**src/rtl/bsg_two_fifo_ctrl_w16.sv**
```systemverilog
// Pointer/handshake controller for an external 2-entry 1R1W memory; head data is combinational from memory,
// enqueue is visible after one edge (no bypass from empty); ready_o drops when full, v_i is then ignored.
module bsg_two_fifo_ctrl_w16 #(
  parameter int width_p = 16,
  parameter int els_p   = 2,
  localparam int lg_els = $clog2(els_p)
) (
  input  logic               clk_i,
  input  logic               reset_n_i,
  input  logic               v_i,
  input  logic [width_p-1:0] data_i,
  output logic               ready_o,
  output logic               v_o,
  output logic [width_p-1:0] data_o,
  input  logic               yumi_i,
  output logic [lg_els:0]    count_o,
  output logic               err_o,
  output logic               mem_w_v_o,
  output logic [lg_els-1:0]  mem_w_addr_o,
  output logic [width_p-1:0] mem_w_data_o,
  output logic               mem_r_v_o,
  output logic [lg_els-1:0]  mem_r_addr_o,
  input  logic [width_p-1:0] mem_r_data_i
);

  localparam logic [lg_els:0] full_cnt = (lg_els+1)'(els_p);

  logic [lg_els-1:0] wptr, rptr;
  logic [lg_els:0]   count;
  logic              err;
  logic              enq, deq;

  assign ready_o = (count != full_cnt);
  assign v_o     = (count != '0);
  assign count_o = count;
  assign err_o   = err;

  assign enq = v_i & ready_o;
  assign deq = yumi_i & v_o;

  // Write at wptr==rptr only happens when empty, where the read port is idle.
  assign mem_w_v_o    = enq;
  assign mem_w_addr_o = wptr;
  assign mem_w_data_o = data_i;
  assign mem_r_v_o    = v_o;
  assign mem_r_addr_o = rptr;
  assign data_o       = mem_r_data_i;

  always_ff @(posedge clk_i or negedge reset_n_i) begin
    if (!reset_n_i) begin
      wptr  <= '0;
      rptr  <= '0;
      count <= '0;
      err   <= 1'b0;
    end else begin
      if (enq) wptr <= wptr + 1'b1;
      if (deq) rptr <= rptr + 1'b1;
      case ({enq, deq})
        2'b10:   count <= count + 1'b1;
        2'b01:   count <= count - 1'b1;
        default: count <= count;
      endcase
      // Dequeue attempt on an empty queue is a sticky protocol violation.
      if (yumi_i & ~v_o) err <= 1'b1;
    end
  end

endmodule

```
**config.mk**
```make
export PLATFORM = sky130hd
export DESIGN_NAME = bsg_two_fifo_ctrl_w16
export DESIGN_NICKNAME = d
export VERILOG_FILES = /design/src/rtl/bsg_two_fifo_ctrl_w16.sv
export SDC_FILE = /design/constraint.sdc
export NUM_CORES = 1
export LEC_CHECK = 0
export CAP_MARGIN = 20
export CORE_ASPECT_RATIO = 0.9
export CORE_UTILIZATION = 21
export DETAILED_ROUTE_END_ITERATION = 6
export PLACE_DENSITY = 0.78
export RECOVER_POWER = 100
export SLEW_MARGIN = 10
export SYNTH_ARGS = -nofsm -noshare
export SYNTH_HDL_FRONTEND = slang
export SYNTH_SLANG_ARGS = --single-unit
```
**constraint.sdc**
```tcl
create_clock -name clk_i -period 1.54 [get_ports clk_i]
set_input_delay 0.462 -clock clk_i [delete_from_list [all_inputs] [get_ports clk_i]]
set_output_delay 0.462 -clock clk_i [all_outputs]
set_load 0.05 [all_outputs]
```
==> flow_metrics.env <==
export IMPL_status="finished, violations left"
export IMPL_violations="negative setup slack"
export IMPL_worst_r2r_cell_count=7
export IMPL_drt_vias_per_instance=3.31
export IMPL_seq_area_frac_synth_pct=26.6
export IMPL_arrival_ns=1.11
export IMPL_io_buffer_count=12
export IMPL_worstMarginPinSlew_ns=0.278
export IMPL_htree_levels=1
export IMPL_postCtsHoldBufs=0
export IMPL_syn_area_per_cell_um2=9.05
export IMPL_endpoint="mem_w_v_o"
export IMPL_grt_usage_pct=6.48
export IMPL_hold_viol_final=0
export IMPL_cts_tree="yes"
export IMPL_core_um2=2010
export IMPL_routabilityCongestion=0.605
export IMPL_swShare_pct=45.9
export IMPL_dieHeight_um=46.9
export IMPL_first_pass_iters=2
export IMPL_min_period_ns=1.57
export IMPL_io_pins=77
export IMPL_clk_latency_ns=0.23
export IMPL_top_usage_layer="met2"
export IMPL_grt_max_degree=6
export IMPL_timing_rr_end="count_o[1]$_DFFE_PN0P_"
export IMPL_fin_skew_ns=0.00246
export IMPL_grt_pass1_wl_um=1070
export IMPL_fillers=206
export IMPL_crit_path_end_kind="output port"
export IMPL_grt_met1_usage_pct=5.98
export IMPL_hpwl_um=554
export IMPL_start_util_pct=23.4
export IMPL_synth_nets=89
export IMPL_grt_pass1_vias=276
export IMPL_drt_total_wl_um=648
export IMPL_ys_top_cells_by_area="buf_4, dfrtp_1, xnor2_1, xor2_1, ha_1"
export IMPL_p_switching_uw=730
export IMPL_ff2ff_setup_slack_ns=0.10
export IMPL_synthFlopType="dfrtp_1"
export IMPL_critPathKind="flop to output port"
export IMPL_fmax_mhz=635
export IMPL_synth_largest_area_cell="buf_4"
export IMPL_areaGrowthSynthToFinish_pct=16.5
export IMPL_detail_route_antenna_nets=0
export IMPL_finalCritPeriodShare_pct=102
export IMPL_powerDensity_nw_per_um2=2900
export IMPL_final_nets=80
export IMPL_required_ns=1.08
export IMPL_ys_warn_count=0
export IMPL_clock_path_buffers=2
export IMPL_ys_seq_elements=5
export IMPL_cts_made_buffers=3
export IMPL_finalMaxSlewViolations=0
export IMPL_num_rows=15
export IMPL_drive_above_1_share_pct=71.4
export IMPL_peakVddDrop_mv=1.02
export IMPL_drv_cap=0
export IMPL_met3_usage_pct=4.21
export IMPL_internal_power_uw=859
export IMPL_antenna_cells=0
export IMPL_report_power_total_uw=1590
export IMPL_synth_compound_area_share_pct=1.60
export IMPL_cts_root_buf="clkbuf_4"
export IMPL_gr_total_overflow=0
export IMPL_synth_cells=52
export IMPL_use_met2_pct=9.74
export IMPL_synthSimpleGateAreaFrac_pct=5.59
export IMPL_synthDistinctLibCells=11
export IMPL_drc_errors=0
export IMPL_pre_cts_slack_ns=-0.233
export IMPL_yosysMostFrequentCell="buf_4"
export IMPL_cp_startpoint="count_o[0]$_DFFE_PN0P_"
export IMPL_r2r_start="count_o[1]$_DFFE_PN0P_"
export IMPL_synth_commonest_cells="buf_4, dfrtp_1, xnor2_1"
export IMPL_fin_tns_setup_ns=-0.0679
export IMPL_ys_async_sr_fraction_pct=100
export IMPL_cts_sinks=5
export IMPL_synth_edf_count=0
export IMPL_seqPwrFrac_pct=16.3
export IMPL_setup_slack_ns=-0.0342
export IMPL_path_max_fanout=3
export IMPL_synth_xor_area_share_pct=9.31
export IMPL_die_width_um=51.9
export IMPL_num_vias=222
export IMPL_clk_pin_slew_ns=0.04
export IMPL_drt_iter0_markers=1
export IMPL_leakage_uw=0.000243
export IMPL_synthMuxAreaShare_pct=0
export IMPL_synth_top_family_by_area="buffers and inverters"
export IMPL_clkPwrFrac_pct=9.1
export IMPL_hp_class="flop to flop"
export IMPL_synthAdderAreaFrac_pct=2.66
export IMPL_start_kind="flop"
export IMPL_relSlewSlack_pct=81.6
export IMPL_routedWlPerCell_um=9.67
export IMPL_dieArea_um2=2430
export IMPL_setup_viol=3
export IMPL_synthesis_area_um2=470
export IMPL_rsz0062_at_grt="yes"
export IMPL_antenna_found_initial=0
export IMPL_synth_top_area_share_pct=52.7
export IMPL_holdWs_ns=0.464
export IMPL_p_comb_share_pct=74.7
[state kept, by name, indices dropped and copies added (netlist names)]
signal / cells
mem_w_addr_o: 1
err_o: 1
count_o: 2
mem_r_addr_o: 1
[per-stage QoR]
| stage | instance area (µm²) | cells | utilization, % |
|---|---|---|---|
| after global placement | 526 | 60 | 26.2 |
| after global routing | 548 | 67 | 27.3 |
| after floorplan | 502 | 52 | - |
| final | 548 | 67 | 27.3 |
| after detailed placement | 526 | 60 | 26.2 |
| after CTS | 573 | 67 | 28.5 |
[power by group through the flow]
stage               clock [µW]  combinational, µW  sequential [µW]
floorplan                    0                642              463
global placement             0               1160              290
detailed placement           0               1180              293
CTS                        153               1240              276
global route               167               1260              266
finish                     144               1190              258
[cell usage in the layout, fill, tap and decap left out, types with 2 or more instances in the layout]
cell type | Yosys | final
clkbuf_4 | 0 | 3
xor2_1 | 2 | 2
clkbuf_2 | 0 | 3
buf_12 | 0 | 6
buf_4 | 33 | 7
xnor2_1 | 3 | 2
dfrtp_1 | 5 | 3
dfrtp_2 | 0 | 2
dlygate4sd3_1 | 0 | 2
[cell type report]
class / count / area, µm² / area share, %
clock buffer: 4 / 26.3 / 4.79
inverter: 2 / 11.3 / 2.05
multi-input combinational: 12 / 135 / 24.7
sequential: 5 / 128 / 23.3
tap: 25 / 31.3 / 5.71
timing repair buffer: 19 / 216 / 39.5
[metal layers]
metal	up-vias	part of all wire (%)
met5	-	0
met4	0	0.93
met3	4	12
met2	12	52
met1	99	35
li1	107	-
[kinds of logic after synthesis]
kind of cell | count (synthesis)
and+or+nand+nor | 5
DFF | 5
buffers and inverters | 35
adders and majority gates | 1
AOI/OAI and AO/OA | 1
xor gates and xnor gates | 5
[worst min path at each step]
| stage | start | cells after the start | end |
|---|---|---|---|
| final | err_o$_DFFE_PN0P_ | 1 | err_o$_DFFE_PN0P_ |
| after global routing | err_o$_DFFE_PN0P_ | 1 | err_o$_DFFE_PN0P_ |
| after CTS | reset_n_i | 1 | err_o$_DFFE_PN0P_ |
| after detailed placement | err_o$_DFFE_PN0P_ | 1 | err_o$_DFFE_PN0P_ |
| after global placement | err_o$_DFFE_PN0P_ | 1 | err_o$_DFFE_PN0P_ |
| after floorplan | reset_n_i | 0 | count_o[0]$_DFFE_PN0P_ |
[critical path, cell delays in order (launching register included)]
cell	delay, ns
dfrtp_2	0.42
nand2b_4	0.16
nand2_4	0.07
clkinvlp_4	0.09
buf_12	0.15
[repair_timing]
item	CTS	global route
pin swaps	1	1
gates resized for setup	1	3
setup endpoints to repair	3	3
setup buffers	4	0
(Power assumes the default switching activity.)
